===== src/rtl/bt656_capture_ctrl.sv =====
// BT.656 frame-capture sequencer: locks to a frame start, gates pixel writes, ping-pongs DMA buffers.
// Optional sync watchdog is compiled in when BT656_CAP_TIMEOUT_EN is defined.
module bt656_capture_ctrl #(
    parameter int unsigned CNT_W          = 12,
    parameter int unsigned ADDR_W         = 32,
    parameter int unsigned FCNT_W         = 16,
    parameter int unsigned TIMEOUT_CYCLES = 1048576
) (
    input  logic              clk,
    input  logic              rstn,
    input  logic              cfg_start_i,
    input  logic              cfg_stop_i,
    input  logic              cfg_continuous_i,
    input  logic              cfg_progressive_i,
    input  logic [ADDR_W-1:0] cfg_buf0_addr_i,
    input  logic [ADDR_W-1:0] cfg_buf1_addr_i,
    input  logic [CNT_W-1:0]  cfg_bytes_per_line_i,
    input  logic [CNT_W-1:0]  cfg_lines_i,
    input  logic              sync_valid_i,
    input  logic              sync_f_i,
    input  logic              sync_v_i,
    input  logic              sync_h_i,
    input  logic              pix_valid_i,
    input  logic              dma_busy_i,
    output logic              cap_en_o,
    output logic [ADDR_W-1:0] buf_addr_o,
    output logic              buf_sel_o,
    output logic              busy_o,
    output logic              frame_done_o,
    output logic [FCNT_W-1:0] frame_cnt_o,
    output logic [CNT_W-1:0]  line_cnt_o,
    output logic              err_len_o,
    output logic              err_lines_o,
    output logic              err_timeout_o
);
    typedef enum logic [1:0] {StIdle, StArm, StCapture, StDrain} state_e;

    localparam logic [CNT_W-1:0]  CntOne  = CNT_W'(1);
    localparam logic [FCNT_W-1:0] FcntOne = FCNT_W'(1);

    state_e             state_q, state_d;
    logic               seen_vblank_q, seen_vblank_d;
    logic               line_active_q, line_active_d;
    logic               stop_pending_q, stop_pending_d;
    logic               got_line_q, got_line_d;
    logic               got_f1_q, got_f1_d;
    logic               buf_sel_q, buf_sel_d;
    logic               frame_done_q, frame_done_d;
    logic               err_len_q, err_len_d;
    logic               err_lines_q, err_lines_d;
    logic [CNT_W-1:0]   byte_cnt_q, byte_cnt_d;
    logic [CNT_W-1:0]   line_cnt_q, line_cnt_d;
    logic [FCNT_W-1:0]  frame_cnt_q, frame_cnt_d;

    logic               sav_active, eav, line_end, frame_end;
    logic [CNT_W-1:0]   line_cnt_inc;

    assign sav_active   = sync_valid_i & ~sync_h_i & ~sync_v_i;
    assign eav          = sync_valid_i & sync_h_i;
    assign line_end     = (state_q == StCapture) & eav & line_active_q;
    assign line_cnt_inc = (line_cnt_q == '1) ? line_cnt_q : line_cnt_q + CntOne;
    // Interlaced frames end on the F0 vblank that follows an F1 active line.
    assign frame_end    = (state_q == StCapture) & sync_valid_i & sync_v_i &
                          (cfg_progressive_i ? (got_line_q | line_end) : (~sync_f_i & got_f1_q));

`ifdef BT656_CAP_TIMEOUT_EN
    localparam int unsigned TmoW = (TIMEOUT_CYCLES > 2) ? $clog2(TIMEOUT_CYCLES) : 1;
    localparam logic [TmoW-1:0] TmoLast = TmoW'(TIMEOUT_CYCLES - 1);
    logic [TmoW-1:0] tmo_cnt_q, tmo_cnt_d;
    logic            err_timeout_q, err_timeout_d;
`endif

    always_comb begin
        state_d        = state_q;
        seen_vblank_d  = seen_vblank_q;
        line_active_d  = line_active_q;
        stop_pending_d = stop_pending_q;
        got_line_d     = got_line_q;
        got_f1_d       = got_f1_q;
        buf_sel_d      = buf_sel_q;
        frame_done_d   = 1'b0;
        err_len_d      = err_len_q;
        err_lines_d    = err_lines_q;
        byte_cnt_d     = byte_cnt_q;
        line_cnt_d     = line_cnt_q;
        frame_cnt_d    = frame_cnt_q;
        unique case (state_q)
            StIdle: begin
                if (cfg_start_i) begin
                    state_d        = StArm;
                    err_len_d      = 1'b0;
                    err_lines_d    = 1'b0;
                    line_cnt_d     = '0;
                    stop_pending_d = 1'b0;
                    seen_vblank_d  = 1'b0;
                end
            end
            StArm: begin
                if (cfg_stop_i) begin
                    state_d = StIdle;
                end else if (sav_active && !sync_f_i && seen_vblank_q) begin
                    state_d       = StCapture;
                    line_active_d = 1'b1;
                    byte_cnt_d    = '0;
                    got_line_d    = 1'b0;
                    got_f1_d      = 1'b0;
                end else if (sync_valid_i && sync_v_i) begin
                    seen_vblank_d = 1'b1;
                end
            end
            StCapture: begin
                if (cfg_stop_i) stop_pending_d = 1'b1;
                if (cap_en_o && byte_cnt_q != '1) byte_cnt_d = byte_cnt_q + CntOne;
                if (sav_active) line_active_d = 1'b1;
                if (eav) line_active_d = 1'b0;
                if (line_end) begin
                    if (byte_cnt_q != cfg_bytes_per_line_i) err_len_d = 1'b1;
                    line_cnt_d = line_cnt_inc;
                    byte_cnt_d = '0;
                    got_line_d = 1'b1;
                    if (sync_f_i) got_f1_d = 1'b1;
                end
                if (frame_end) begin
                    if (line_cnt_d != cfg_lines_i) err_lines_d = 1'b1;
                    line_active_d = 1'b0;
                    state_d       = StDrain;
                end
            end
            StDrain: begin
                if (cfg_stop_i) stop_pending_d = 1'b1;
                if (!dma_busy_i) begin
                    frame_done_d = 1'b1;
                    frame_cnt_d  = frame_cnt_q + FcntOne;
                    buf_sel_d    = ~buf_sel_q;
                    line_cnt_d   = '0;
                    if (cfg_continuous_i && !stop_pending_q && !cfg_stop_i) begin
                        state_d       = StArm;
                        seen_vblank_d = 1'b1;
                    end else begin
                        state_d = StIdle;
                    end
                end
            end
            default: state_d = StIdle;
        endcase
`ifdef BT656_CAP_TIMEOUT_EN
        tmo_cnt_d     = '0;
        err_timeout_d = err_timeout_q;
        if (state_q == StIdle && cfg_start_i) err_timeout_d = 1'b0;
        if ((state_q == StArm || state_q == StCapture) && !sync_valid_i) begin
            if (tmo_cnt_q == TmoLast) begin
                err_timeout_d = 1'b1;
                line_active_d = 1'b0;
                state_d       = StIdle;
            end else begin
                tmo_cnt_d = tmo_cnt_q + TmoW'(1);
            end
        end
`endif
    end

    always_ff @(posedge clk) begin
        if (!rstn) begin
            state_q        <= StIdle;
            seen_vblank_q  <= 1'b0;
            line_active_q  <= 1'b0;
            stop_pending_q <= 1'b0;
            got_line_q     <= 1'b0;
            got_f1_q       <= 1'b0;
            buf_sel_q      <= 1'b0;
            frame_done_q   <= 1'b0;
            err_len_q      <= 1'b0;
            err_lines_q    <= 1'b0;
            byte_cnt_q     <= '0;
            line_cnt_q     <= '0;
            frame_cnt_q    <= '0;
        end else begin
            state_q        <= state_d;
            seen_vblank_q  <= seen_vblank_d;
            line_active_q  <= line_active_d;
            stop_pending_q <= stop_pending_d;
            got_line_q     <= got_line_d;
            got_f1_q       <= got_f1_d;
            buf_sel_q      <= buf_sel_d;
            frame_done_q   <= frame_done_d;
            err_len_q      <= err_len_d;
            err_lines_q    <= err_lines_d;
            byte_cnt_q     <= byte_cnt_d;
            line_cnt_q     <= line_cnt_d;
            frame_cnt_q    <= frame_cnt_d;
        end
    end

`ifdef BT656_CAP_TIMEOUT_EN
    always_ff @(posedge clk) begin
        if (!rstn) begin
            tmo_cnt_q     <= '0;
            err_timeout_q <= 1'b0;
        end else begin
            tmo_cnt_q     <= tmo_cnt_d;
            err_timeout_q <= err_timeout_d;
        end
    end
    assign err_timeout_o = err_timeout_q;
`else
    assign err_timeout_o = 1'b0;
`endif

    assign cap_en_o     = line_active_q & pix_valid_i;
    assign buf_sel_o    = buf_sel_q;
    assign buf_addr_o   = buf_sel_q ? cfg_buf1_addr_i : cfg_buf0_addr_i;
    assign busy_o       = (state_q != StIdle);
    assign frame_done_o = frame_done_q;
    assign frame_cnt_o  = frame_cnt_q;
    assign line_cnt_o   = line_cnt_q;
    assign err_len_o    = err_len_q;
    assign err_lines_o  = err_lines_q;

endmodule


===== config.mk =====
export PLATFORM = sky130hd
export DESIGN_NAME = bt656_capture_ctrl
export DESIGN_NICKNAME = d
export VERILOG_FILES = /design/src/rtl/bt656_capture_ctrl.sv
export SDC_FILE = /design/constraint.sdc
export NUM_CORES = 1
export LEC_CHECK = 0
export CAP_MARGIN = 0
export CORE_MARGIN = 5
export CORE_UTILIZATION = 41
export DETAILED_ROUTE_END_ITERATION = 10
export PLACE_DENSITY = 0.82
export SLEW_MARGIN = 20
export SYNTH_ARGS = -nofsm -noshare
export SYNTH_HDL_FRONTEND = slang
export SYNTH_SLANG_ARGS = --single-unit
export TNS_END_PERCENT = 30

===== constraint.sdc =====
create_clock -name clk -period 3.08 [get_ports clk]
set_input_delay 0.308 -clock clk [delete_from_list [all_inputs] [get_ports clk]]
set_output_delay 0.308 -clock clk [all_outputs]
set_load 0.05 [all_outputs]

# Word-level counts from Yosys, hierarchy flattened
# Cells that the tools add are included.
classes:
  add_sub_neg: 3
  n_mul: 0
  div: 0
  magnitude_cmp: 0
  n_eq_ne: 23
  shift: 0
  mux: 49
  bitwise: 16
  reduce_logical: 29
ops:
  columns: ["op", "count"]
  rows:
  - ["2-to-1 mux 12 bit", 9]
  - ["one-hot mux 12 bit (3 select lines)", 1]
  - ["2-to-1 mux 32 bit", 1]
  - ["adder 12 x 1 -> 12 bit, second input constant", 2]
  - ["2-to-1 mux 1 bit", 24]
  - ["inequality test 12 bit", 2]
  - ["one-hot mux 12 bit (2 select lines)", 1]
  - ["AND reduction 4 bit", 6]
  - ["inequality test 2 bit, second input constant", 10]
  - ["adder 16 x 1 -> 16 bit, second input constant", 1]
  - ["== test 12 bit, second input constant", 1]
  - ["inequality test 12 bit, second input constant", 1]
  - ["one-hot mux 1 bit (2 select lines)", 6]
  - ["bitwise AND 1 bit", 10]
  - ["2-to-1 mux 2 bit", 5]
  - ["one-hot mux 2 bit (4 select lines)", 1]
  - ["nonzero test 2 bit", 4]
  - ["AND reduction 7 bit", 1]
  - ["logical AND 1 bit", 6]
  - ["inequality test 2 x 1 -> 1 bit, second input constant", 3]
  - ["AND reduction 3 bit", 2]
  - ["nonzero test 3 bit", 2]
  - ["NOT 1 bit", 5]
  - ["AND reduction 5 bit", 1]
  - ["other kinds (11)", 15]
totals:
  regBits: 51
  latch_bits: 0
  mem_bits_rw: 0
  romBits: 0
  inputBits: 100
  output_inout_bits: 67
  word_cells: 133
  mem_count: 0

# Longest topological paths before layout
# Gate-level depths: netlist (run 1).
logic_depth:
  word_depth: 9
  mapped_depth: 9
  mapped_depth_nobuf: 8

# Worst setup path after synthesis (run 1)
# OpenSTA, ideal clock, no wires.
synth_timing:
  path_kind: "flip-flop to flip-flop"
  from: "register line_cnt_q[0], in the netlist line_cnt_o[0]"
  to: "register err_lines_q, in the netlist err_lines_o"
  setup_time_ps: 132
  t_arrival_ps: 2534
  t_required_ps: 2948
  setup_slack_ps: 414
  path_stages_with_launch: 10
  path_buffers: 1
  synth_period_minus_slack_ps: 2666
  cell_sequence: "dfxtp_1 ha_1 nand2_1 or4_1 buf_2 nand3_2 xnor2_1 a2111oi_1 o2111a_1 a311oi_1"
synth_via:
  elab_chain_cells: 7
  elab_cells_between_ends: 8
  classes_between: "add/sub: 1; eq/ne: 3; mux: 3; reduce/logical: 1"
synth_rtl:
  columns: ["item", "line", "text"]
  rows:
  - ["start, declared", "52", "logic [CNT_W-1:0] line_cnt_q, line_cnt_d;"]
  - ["start signal, assigned", "189", "line_cnt_q <= line_cnt_d;"]
  - ["adder 12 x 1 -> 12 bit or == test 12 bit (tied branches)", "61", "assign line_cnt_inc = (line_cnt_q == '1) ? line_cnt_q : line_cnt_q + CntOne;"]
  - ["2-to-1 mux 12 bit", "61", null]
  - ["2-to-1 mux 12 bit *", "116", "if (line_end) begin"]
  - ["2-to-1 mux 12 bit *", "87", "unique case (state_q)"]
  - ["inequality test 12 bit *", "124", "if (line_cnt_d != cfg_lines_i) err_lines_d = 1'b1;"]
  - ["inequality test 2 x 1 -> 1 bit (no source line) *", null, null]
  - ["AND reduction 4 bit (no source line) *", null, null]
  - ["end signal, assigned", "187", "err_lines_q <= err_lines_d;"]
  - ["end, declared", "50", "logic err_lines_q, err_lines_d;"]
# Mark *: on every way between the ends. The rest lies on a longest branch, timed or not. The select of a mux whose other input is x is not followed.
# A chain may end at the register's enable or synchronous reset.

# Worst setup path in the final report (run 1)
# Same ends and word-level chain as after synthesis.

==> impl_metrics.csv, run 1 <==
group,metric,value,unit
outcome,status,"finished clean",
routing,drt-wirelength-per-cell,16.78,um
cells_and_area,regArea,1021,um^2
setup_path,critPathBufInv,0,
yosys,synthArstFlopShare,0,
yosys,syn_nets,505,
job,maxCapViolations,0,
routing,routed_via_density,5.353,
timing,clock_skew,0.006390,ns
power,ir_worst_vdd,0.1829,mV
yosys,synth_cells,402,
timing,fin_setup_tns,0,ns
clocking,clock_sinks,51,
grt,grt_pass1_wl,17.91,mm
cells_and_area,insertedDiodeCount,0,
setup_path,worst_setup_path_start_kind,"flip-flop",
power,power_density,270.9,nW/um^2
timing,max_freq,371.7,MHz
clocking,cts_hold_buf,0,
timing,slew_viol_final,0,
cells_and_area,multiInputGateArea,2198,um^2
clocking,clock_latency,0.30,ns
yosys,yosysWarnings,0,
routing,num_vias,3560,
cells_and_area,nets,665,
worst_hold_path,hold_path.class,"reg -> reg",
clocking,cts-resized-gates,0,
grt,grt_max_degree,35,
place,place_area,5085,um^2
timing,max_slew_margin,0.2992,
die,die-width,100.2,um
setup_path,worstPathRequired,3.22,ns
yosys,syn_area_per_cell,8.288,um^2
clocking,h-tree-depth,2,
cells_and_area,final_area,5169,um^2
power,p_leak,1.784,nW
setup_path,critPathCaptureType,"flip-flop",
place,gp_congestion,0.9115,
cells_and_area,nFillCells,685,
routing,firstDrtPassIters,4,
setup_path,arrival,2.83,ns
die,core_area,7807,um^2
grt,overflow,0,
setup_path,cpLargestDelayFamily,"simple AND/OR/NAND/NOR gates",
die,die_y,100.2,um
cells_and_area,final_common_cell,"clkdlybuf4s50_1",
routing,routed_wirelength,11.16,mm
yosys,synth_edf_count,0,
setup_path,critPathMaxStageDelay,0.69,ns
clocking,root_buffer,"clkbuf_8",
clocking,clockBufferDepth,2,
die,die-area,10030,um^2
cells_and_area,area_delta_synth_final,55.13,%
timing,rsz0062_at_grt,"no",
timing,hold_viol,0,
yosys,synth_seq_cells,51,
yosys,ys_seq_area_frac,0.3064,
setup_path,crit_type,"reg -> reg",
cells_and_area,layout_common_cells,"165 x clkdlybuf4s50_1, 51 x dfxtp_1, 48 x nor2_1",
clocking,cts_tree,"built",
routing,drc,0,
timing,period_minus_slack,2.690,ns
setup_path,slowest_stage,"or4_1",
clocking,numCtsBuffers,5,
die,pin_count,167,
yosys,syn-cell-area,3332,um^2
timing,setup-violations-final,0,
timing,worst_pin_slew,1.050,ns
routing,drtAntennaViolNets,0,
routing,drtIter0Drc,332,
grt,grt_usage,0.2178,
setup_path,path_max_fanout,8,
timing,period_share,0.8735,
yosys,yosys_most_used_dff,"dfxtp_1",
die,initial_core_util,0.4268,
clocking,clk_pin_slew,0.10,ns
clocking,post_cts_buffers,0,
place,dpl.hpwl,8.958,mm
grt,grt_pass1_vias,3579,
cells_and_area,drive_gt1_frac,0.1048,
cells_and_area,largest_register_ffs,16,
cells_and_area,final_core_util,0.6620,
yosys,synth.distinct_cells,52,
grt,antenna_found_initial,0,
place,port_buffers,165,
die,row_count,32,
setup_path,crit_chain,"ha_1 > nand2_1 > or4_1 > nand3_2 > xnor2_1 > a2111oi_1 > o2111a_1 > a311oi_1",
[final timing paths]
kind / startpoint / endpoint / slack (ns) / cells past startpoint
max: line_cnt_o[0]$_SDFFE_PN0P_ / err_lines_o$_SDFFE_PN0P_ / 0.39 / 8
min: stop_pending_q$_SDFFE_PN0P_ / stop_pending_q$_SDFFE_PN0P_ / 0.48 / 2
max reg2reg: line_cnt_o[0]$_SDFFE_PN0P_ / err_lines_o$_SDFFE_PN0P_ / 0.39 / 8
min reg2reg: stop_pending_q$_SDFFE_PN0P_ / stop_pending_q$_SDFFE_PN0P_ / 0.48 / 2
[cell type report]
type | count | area share
clock inverter | 3 | 0.002905
clock buffer | 5 | 0.01331
sequential | 51 | 0.1975
tap | 102 | 0.02469
inverter | 7 | 0.005084
multi-input combinational | 324 | 0.4253
timing repair buffer | 173 | 0.3312
[Yosys cell counts, types with 2 or more instances]
cell / n / share of area
a21oi_1: 20 / 0.030
xor2_1: 27 / 0.071
mux2i_1: 3 / 0.0090
and3_1: 7 / 0.013
dfxtp_1: 51 / 0.31
ha_1: 3 / 0.011
buf_1: 2 / 0.0023
inv_1: 7 / 0.0079
clkbuf_1: 11 / 0.012
nor3_1: 9 / 0.014
a22oi_1: 5 / 0.011
a311oi_1: 3 / 0.0079
o211ai_1: 3 / 0.0068
and4_1: 6 / 0.016
o221a_2: 2 / 0.0068
nand4_1: 12 / 0.023
xnor2_1: 26 / 0.068
a211oi_1: 3 / 0.0068
nand2b_1: 3 / 0.0056
o31a_1: 2 / 0.0053
mux2_2: 32 / 0.11
or4_1: 3 / 0.0068
a31oi_1: 2 / 0.0038
nand2_1: 29 / 0.033
o21a_1: 2 / 0.0045
buf_2: 6 / 0.0090
and2_1: 2 / 0.0038
nand3_1: 21 / 0.032
or3_1: 2 / 0.0038
nand3_2: 2 / 0.0060
o21ai_0: 22 / 0.033
nor2b_1: 3 / 0.0056
nor2_1: 48 / 0.054
nor4_1: 5 / 0.0094
[cell families after synthesis]
logic type	share of synthesized area
compound gates	0.1374
xor+xnor	0.1393
fa+ha+maj	0.01127
buf+inv	0.03380
flops	0.3064
mux	0.1172
other cells	0.001125
simple gates	0.2535
[per-stage QoR]
step           hold slack [ns]  setup slack (ns)  power, mW  cells
2_1_floorplan           0.3873            0.4145     0.8396    402
3_3_place_gp            0.4581            0.3677      1.033    657
3_5_place_dp            0.4680            0.2236      1.036    657
4_1_cts                 0.4799            0.4137      1.411    665
5_1_grt                 0.5119            0.2887      1.461    665
6_report                0.4751            0.3896      1.400    665
[power by group]
group	internal (mW)	switching (mW)	leakage (nW)
clock network	0.156	0.222	0.0477
registers	0.661	0.00336	0.411
logic	0.187	0.170	1.33
total	1.00	0.396	1.78
[routing by layer]
| metal | GRT usage | part of all wire | up-vias |
|---|---|---|---|
| met5 | 0 | 0 | - |
| met4 | 0.04041 | 0.0096 | 0 |
| met3 | 0.06880 | 0.091 | 10 |
| met2 | 0.3614 | 0.49 | 159 |
| met1 | 0.2801 | 0.41 | 1627 |
| li1 | - | - | 1764 |
[worst min-delay path, cell delays in order, from the launching register on]
cell and delay [ns]:
dfxtp_1 0.33, nand2_1 0.05, a21oi_1 0.05
No activity file was read; power rests on OpenSTA's default activity.
==> run 2, diff against run 1 <==
CORE_UTILIZATION = 30   (was 41)
CTS_CLUSTER_SIZE = 28   (was not set)
PLACE_DENSITY = not set   (was 0.82)
PLACE_DENSITY_LB_ADDON = 0.2   (was not set)
==> impl_metrics.csv, run 2 (same netlist as run 1, synthesis figures left out) <==
group,metric,value,unit
outcome,status,"finished clean",
power,switching_share,0.2901,
clocking,clockBufferDepth,2,
timing,clock_skew,0.009766,ns
cells_and_area,nFillCells,1086,
cells_and_area,regArea,1021,um^2
setup_path,critPathCaptureType,"flip-flop",
grt,grt_pass1_vias,3520,
grt,antenna_found_initial,0,
cells_and_area,final_core_util,0.4837,
cells_and_area,final_area,5244,um^2
job,maxCapViolations,0,
cells_and_area,area_delta_synth_final,57.38,%
routing,drtAntennaViolNets,0,
place,dp_slack,0.3170,ns
setup_path,path_max_fanout,8,
clocking,numCtsBuffers,5,
clocking,root_buffer,"clkbuf_8",
power,p_leak,1.789,nW
timing,max_slew_margin,0.3272,
clocking,cts-resized-gates,0,
setup_path,crit_type,"reg -> reg",
clocking,clock_sinks,51,
place,dpl.hpwl,9.412,mm
timing,slew_viol_final,0,
clocking,post_cts_buffers,0,
worst_hold_path,min_from,"stop_pending_q$_SDFFE_PN0P_",
clocking,cts_hold_buf,0,
cells_and_area,insertedDiodeCount,0,
setup_path,slowest_stage,"or4_1",
timing,hold_viol,0,
routing,routed_wirelength,11.86,mm
cells_and_area,layout_common_cells,"165 x clkdlybuf4s50_1, 51 x dfxtp_1, 48 x nor2_1",
power,power.internal,1.013,mW
cells_and_area,drive_gt1_frac,0.1078,
routing,drtIter0Drc,241,
timing,fin_setup_tns,0,ns
die,core_area,10840,um^2
setup_path,reg2reg_from,"line_cnt_o[0]$_SDFFE_PN0P_",
power,pwr-share-seq,0.466,
cells_and_area,largest_register_ffs,16,
routing,num_vias,3562,
clocking,clk_pin_slew,0.10,ns
setup_path,worst_setup_path_start_kind,"flip-flop",
timing,rsz0062_at_grt,"no",
die,row_count,38,
routing,drc,0,
timing,worst_pin_slew,1.003,ns
grt,grt_max_degree,34,
timing,fin_hold_ws,0.4789,ns
clocking,cts_tree,"built",
die,die_y,115.4,um
cells_and_area,multiInputGateArea,2198,um^2
routing,drt-wirelength-per-cell,16.80,um
die,die-area,13310,um^2
setup_path,crit_start,"line_cnt_o[0]$_SDFFE_PN0P_",
setup_path,arrival,2.89,ns
grt,grt_pass1_wl,17.79,mm
timing,setup_ws,0.3519,ns
grt,grt_usage,0.1657,
die,initial_core_util,0.3074,
clocking,h-tree-depth,2,
cells_and_area,final_common_cell,"clkdlybuf4s50_1",
routing,routed_via_density,5.045,
place,place_area,5155,um^2
setup_path,crit_chain,"ha_1 > nand2_1 > or4_1 > nand3_2 > xnor2_1 > a2111oi_1 > o2111a_1 > a311oi_1",
timing,setup-violations-final,0,
place,dpl.cell_count,698,
power,comb_power_share,0.250,
setup_path,critPathMaxStageDelay,0.70,ns
cells_and_area,nets,668,
grt,overflow,0,
timing,period_minus_slack,2.728,ns
worst_hold_path,hold_path.class,"reg -> reg",
power,total_power,1.426,mW
place,port_buffers,165,
power,p_sw,0.4137,mW
power,power_density,272.0,nW/um^2
timing,max_freq,366.6,MHz
clocking,clock_latency,0.30,ns
setup_path,worstPathRequired,3.24,ns
power,clkPwrFrac,0.284,
power,ir_worst_vdd,0.1549,mV
cells_and_area,instances_no_fill,706,
timing,period_share,0.8858,
die,die-width,115.4,um
die,pin_count,167,
place,gp_congestion,0.9232,
routing,firstDrtPassIters,5,
## run 2: area by class of cell
cell class / instances / area share
multi-input cells: 324 / 0.4192
well taps: 140 / 0.03340
inverters: 7 / 0.005011
repair buffers: 176 / 0.3307
flip-flops and latches: 51 / 0.1947
clock buffers: 6 / 0.01384
clock inverters: 2 / 0.003102
## run 2: power groups by stage
stage / clock network, mW / logic, mW / registers [mW]
final: 0.405 / 0.357 / 0.665
after floorplan: 0 / 0.159 / 0.680
after global placement: 0 / 0.353 / 0.680
after detailed placement: 0 / 0.357 / 0.680
after CTS: 0.423 / 0.358 / 0.665
after global routing: 0.455 / 0.373 / 0.665
## run 2: worst paths after layout
path | end | slack [ns] | depth (start not counted)
max | err_lines_o$_SDFFE_PN0P_ | 0.35 | 8
min | stop_pending_q$_SDFFE_PN0P_ | 0.48 | 2
max reg2reg | err_lines_o$_SDFFE_PN0P_ | 0.35 | 8
min reg2reg | stop_pending_q$_SDFFE_PN0P_ | 0.48 | 2
## run 2: critical path, delay by kind of cell, from the launching register on
kind | cells | cell delay (ns)
and+or+nand+nor | 3 | 1.02
AOI/OAI and AO/OA | 3 | 0.70
DFF | 1 | 0.49
adders and majority gates | 1 | 0.28
xor gates and xnor gates | 1 | 0.08
## run 2: routing by layer
layer,GRT usage,part of all wire
met5,0,0
met4,0.03912,0.013
met3,0.03421,0.071
met2,0.2793,0.48
met1,0.2174,0.43
==> RTL change 1, RTL diff (config.mk and constraints of run 1) <==
Set the parameter `ADDR_W` to 36 (it was 32).
--- a/src/rtl/bt656_capture_ctrl.sv
+++ b/src/rtl/bt656_capture_ctrl.sv
@@ -2,7 +2,7 @@
 // Optional sync watchdog is compiled in when BT656_CAP_TIMEOUT_EN is defined.
 module bt656_capture_ctrl #(
     parameter int unsigned CNT_W          = 12,
-    parameter int unsigned ADDR_W         = 32,
+    parameter int unsigned ADDR_W         = 36,
     parameter int unsigned FCNT_W         = 16,
     parameter int unsigned TIMEOUT_CYCLES = 1048576
 ) (
Ports: changed (resized buf_addr_o, cfg_buf0_addr_i and cfg_buf1_addr_i); port bits go from 167 to 179. No check against the original RTL was run, so the function may have changed too.
==> RTL change 1 against run 1 <==
Critical path depth unchanged. Combinational power increased by 9.2%. Via count increased by 6.1%. Routed wire length increased by 12%. Sequential power about the same. Worst setup slack got worse by 8.3 ps. Worst hold slack improved by 2.3 ps. Sequential cell count unchanged. Global-route usage increased by 1.1 points. Power increased by 4.8%. Synthesized area increased by 4.3%. Critical path type unchanged. Cell area increased by 4.4%.
==> RTL change 1: results (changes against run 1) <==
| Metric | Value |
|---|---|
| Cells after DPL | `694 (+5.6%)` |
| Worst R2R Path Depth | `8 (unchanged)` |
| HP Class | `reg -> reg` |
| Post-synth top cells | `dfxtp_1 (51), nor2_1 (48), mux2_2 (37)` |
| Non-CTS buffers | `185 (+6.9%)` |
| Post-cts resize count | `0 (unchanged)` |
| Multi-input combinational area share | `42.4% (-0.11 points)` |
| Overall global routing resource usage | `22.9% (+1.1 points)` |
| First-pass GRT wire length | `18800 µm (+5.1%)` |
| Sequential share of the synthesized area | `29.4% (-1.3 points)` |
| WHS | `477 ps (+2.33 ps)` |
| Final Skew | `17.1 ps (+10.7 ps)` |
| Detailed Routing Iterations Pass 1 | `5 (+1)` |
| Worst slew pin tran | `1000 ps (-45.8 ps)` |
| DR vias | `3778 (+6.1%)` |
| Buffer share of cell area | `33.6% (+0.47 points)` |
| Syn Area/Cell | `8.14 µm² (-1.8%)` |
| DPL Wire Length | `10000 µm (+12%)` |
| Cts bufs inserted | `5 (unchanged)` |
| Max FO, Critical Path | `7 (-1)` |
| Final Wtd Congestion | `0.974 (+6.9%)` |
| Setup bufs post-CTS | `0 (unchanged)` |
| Outcome | `finished, final reports clean` |
| Cell variety after synth | `56 (+7.7%)` |
| Post-Syn Nets | `538 (+6.5%)` |
| Max IR drop VDD | `0.200 mV (+9.4%)` |
| Final WL | `12500 µm (+12%)` |
| Layout cell share with drive strength beyond 1 | `11.9% (+1.4 points)` |
| Synth top area cells | `dfxtp_1 (29%), mux2_2 (12%), xor2_1 (6.8%)` |
| CTS H-Tree Depth | `2 (unchanged)` |
| Post-synth top flop | `dfxtp_1` |
| Vias in the first global route | `3646 (+1.9%)` |
| Logic inverters | `12 (+5)` |
| Synth Register Bits | `51 (unchanged)` |
| Asr flop ratio synth | `0% (unchanged)` |
| R2r setup slk | `380 ps` |
| Seq/total area | `18.9% (-0.82 points)` |
| Iter 0 DRT Violations | `188 (-43%)` |
| Multi-Input Combinational | `341 (+5.2%)` |
| Nets@finish | `707 (+6.3%)` |
| Largest net degree at the start of global routing | `39 (+11%)` |
| I/O Buffers | `177 (+7.3%)` |
| Clk Latency, worst-skew pair | `320 ps (+20 ps)` |
| Post-synth top area share | `29.4% (-1.3 points)` |
| Fillers | `681 (-0.58%)` |
| Arr. time, crit path | `2910 ps (+80 ps)` |
| Leak | `2.01 nW (+13%)` |
| ClkCell Share | `1.79% (+0.16 points)` |
| Reg-to-reg critical path endpoint | `err_lines_o` |
| Fin cells | `702 (+5.6%)` |
RTL change 1: worst max path at each step:
stage                        from     endpoint
floorplan           line_cnt_o[0]  err_lines_o
global placement     sync_valid_i  err_lines_o
detailed placement   sync_valid_i  err_lines_o
CTS                 line_cnt_o[0]  err_lines_o
global route        line_cnt_o[0]  err_lines_o
finish              line_cnt_o[0]  err_lines_o
RTL change 1: stage by stage:
stage	utilization, %	worst slack, ps	cell area [µm²]	total power [mW]
3_5_place_dp	64.2	71.6	5300	1.07
2_1_floorplan	-	303	3480	0.855
6_report	65.3	381	5390	1.47
5_1_grt	65.3	200	5390	1.51
3_3_place_gp	64.2	253	5300	1.06
4_1_cts	65.3	394	5390	1.48
RTL change 1: cells by family (layout without fill, tap and decap cells):
group                    count (synthesis)  after routing  share of synthesized area [%]
AO/OA/AOI/OAI                           86             86                           15.0
XOR/XNOR                                44             44                           11.1
adder cells (fa/ha/maj)                  3              3                           1.08
buffers and inverters                   35            205                           4.79
flip-flops                              51             51                           29.4
multiplexers                            38             38                           12.3
other                                    1              1                          0.108
AND/OR/NAND/NOR                        169            169                           26.2
RTL change 1: where the power goes:
part	leakage (nW)	switching, mW	internal [mW]
Sequential	0.411	0.00362	0.661
Clock	0.0463	0.245	0.167
Combinational	1.56	0.188	0.202
RTL change 1: per-layer routing:
layer / vias up / routed length, µm / part of all wire, % / track usage (%)
met5: - / 0 / 0 / 0
li1: 1863 / - / - / -
met1: 1722 / 5320 / 43 / 31.8
met2: 167 / 5950 / 48 / 36.3
met3: 26 / 925 / 7.4 / 3.34
met4: 0 / 288 / 2.3 / 7.87
RTL change 1: critical path: stages, from the launching register on:
cell       delay (ps)
dfxtp_1           470
ha_1              350
inv_1             180
nor4_4            400
mux2i_1           260
xor2_1             90
a2111oi_1         350
nand4_1           130
o311a_1           360
==> RTL change 2, RTL diff (config.mk and constraints of run 1) <==
Without the edit above. Register the output `line_cnt_o` once more, cleared by the reset; this adds one clock of latency there. The other outputs are not delayed to match.
--- a/src/rtl/bt656_capture_ctrl.sv
+++ b/src/rtl/bt656_capture_ctrl.sv
@@ -212,7 +212,13 @@
     assign busy_o       = (state_q != StIdle);
     assign frame_done_o = frame_done_q;
     assign frame_cnt_o  = frame_cnt_q;
-    assign line_cnt_o   = line_cnt_q;
+    always_ff @(posedge clk) begin
+        if (!rstn) begin
+            line_cnt_o <= '0;
+        end else begin
+            line_cnt_o <= line_cnt_q;
+        end
+    end
     assign err_len_o    = err_len_q;
     assign err_lines_o  = err_lines_q;
 
Check against the original RTL: not equivalent (Yosys sat finds a counterexample within 10 cycles, from zero or initial values and one cycle with rstn low).
==> RTL change 2 against run 1 <==
Power up 42%. Routed wire length grew 10%. Critical endpoint is now buf_addr_o[11]. Global-route usage decreased by 0.077 points. Clock skew increased by 1.6 ps. Synthesized area grew 12%. Cell area rose by 9.7%. Largest cell class unchanged. Die area up 11%. Worst setup slack better by 230 ps. Critical path type is now reg -> out. Sequential cell count grew 12.
==> RTL change 2: results (changes against run 1) <==
| Metric | Value |
|---|---|
| Outcome | `finished, final reports clean` |
| Max IR drop VDD | `0.187 mV (+2.5%)` |
| Antenna violations before repair | `1 (+1)` |
| Sequential share of the synthesized area | `33.8% (+3.1 points)` |
| Ant diodes | `1 (+1)` |
| Synth Register Bits | `63 (+24%)` |
| Synth Area in XOR/XNOR | `12.4% (-1.5 points)` |
| DPL Wire Length | `9970 µm (+11%)` |
| R2r setup slk | `730 ps (+340 ps)` |
| WL met2 | `6390 µm (+16%)` |
| Critical path startpoint | `buf_sel_o` |
| Drt via density | `5.33 (-0.38%)` |
| Logic inverters | `10 (+3)` |
| Final Wtd Congestion | `0.883 (-3.1%)` |
| Met2 Usage GRT | `40.2% (+4.1 points)` |
| Iter 0 DRT Violations | `238 (-28%)` |
| Fin cells | `697 (+4.8%)` |
| Nets@finish | `686 (+3.2%)` |
| Synth top area cells | `dfxtp_1 (34%), mux2_2 (10%), xnor2_1 (8.0%)` |
| Cts bufs inserted | `9 (+4)` |
| Post-synthesis compound-gate area fraction | `11.4% (-2.4 points)` |
| Clock buffers | `10 (+5)` |
| Max FO, Critical Path | `34 (+26)` |
| Vias in the first global route | `3716 (+3.8%)` |
| Area share of fa/ha/maj cells after synthesis | `1.01% (-0.12 points)` |
| Slowest cell delay on critical path | `720 ps (+30 ps)` |
| Met3 WL | `885 µm (-13%)` |
| First-pass GRT wire length | `19300 µm (+7.8%)` |
| Reg-to-Reg Start | `state_q[0]` |
| Fin crit share | `79.7% (-7.6 points)` |
| Post-Syn Nets | `529 (+4.8%)` |
| Place WS | `405 ps (+181 ps)` |
| Worst slew pin tran | `554 ps (-496 ps)` |
| Overall global routing resource usage | `21.7% (-0.077 points)` |
| GRT met3 Usage | `5.20% (-1.7 points)` |
| GR Util met1 | `23.9% (-4.1 points)` |
| Post-synth top cells | `dfxtp_1 (63), mux2_2 (34), xnor2_1 (34)` |
| Top delay family on crit path | `buffers and inverters` |
| Worst R2R Path Depth | `7 (-1)` |
| Clk Latency, worst-skew pair | `340 ps (+40 ps)` |
| Final Skew | `8.03 ps (+1.64 ps)` |
| Leak | `2.13 nW (+20%)` |
| Multi-Input Combinational | `330 (+1.9%)` |
| ClkCell Share | `3.93% (+2.3 points)` |
| Multi-input logic area | `2330 µm² (+5.9%)` |
| Synthesized instance count | `426 (+6.0%)` |
==> RTL change 2: cell count changes in the layout (fill, tap and decap cells not counted), sizes merged, moves of 5 or more <==
cell	run 1	this run
a21oi	20	9
and2	2	33
and3	7	12
clkbuf	5	10
dfxtp	51	63
nand3	24	17
nor2	50	34
o21ai	22	27
xnor2	26	34
xor2	27	19
==> RTL change 2: how the worst min path moves through the flow <==
stage / from / to / slack (ps) / depth (start not counted)
global route: frame_cnt_o[15] / frame_cnt_o[15] / 510 / 2
detailed placement: frame_cnt_o[15] / frame_cnt_o[15] / 480 / 2
CTS: frame_cnt_o[15] / frame_cnt_o[15] / 490 / 2
global placement: frame_cnt_o[15] / frame_cnt_o[15] / 470 / 2
floorplan: got_line_q / got_line_q / 470 / 2
finish: frame_cnt_o[15] / frame_cnt_o[15] / 490 / 2
==> RTL change 2: power breakdown <==
group	internal [mW]	switching [mW]	leakage, nW
combinational	0.191	0.177	1.51
clock	0.461	0.335	0.111
sequential	0.817	0.00641	0.508
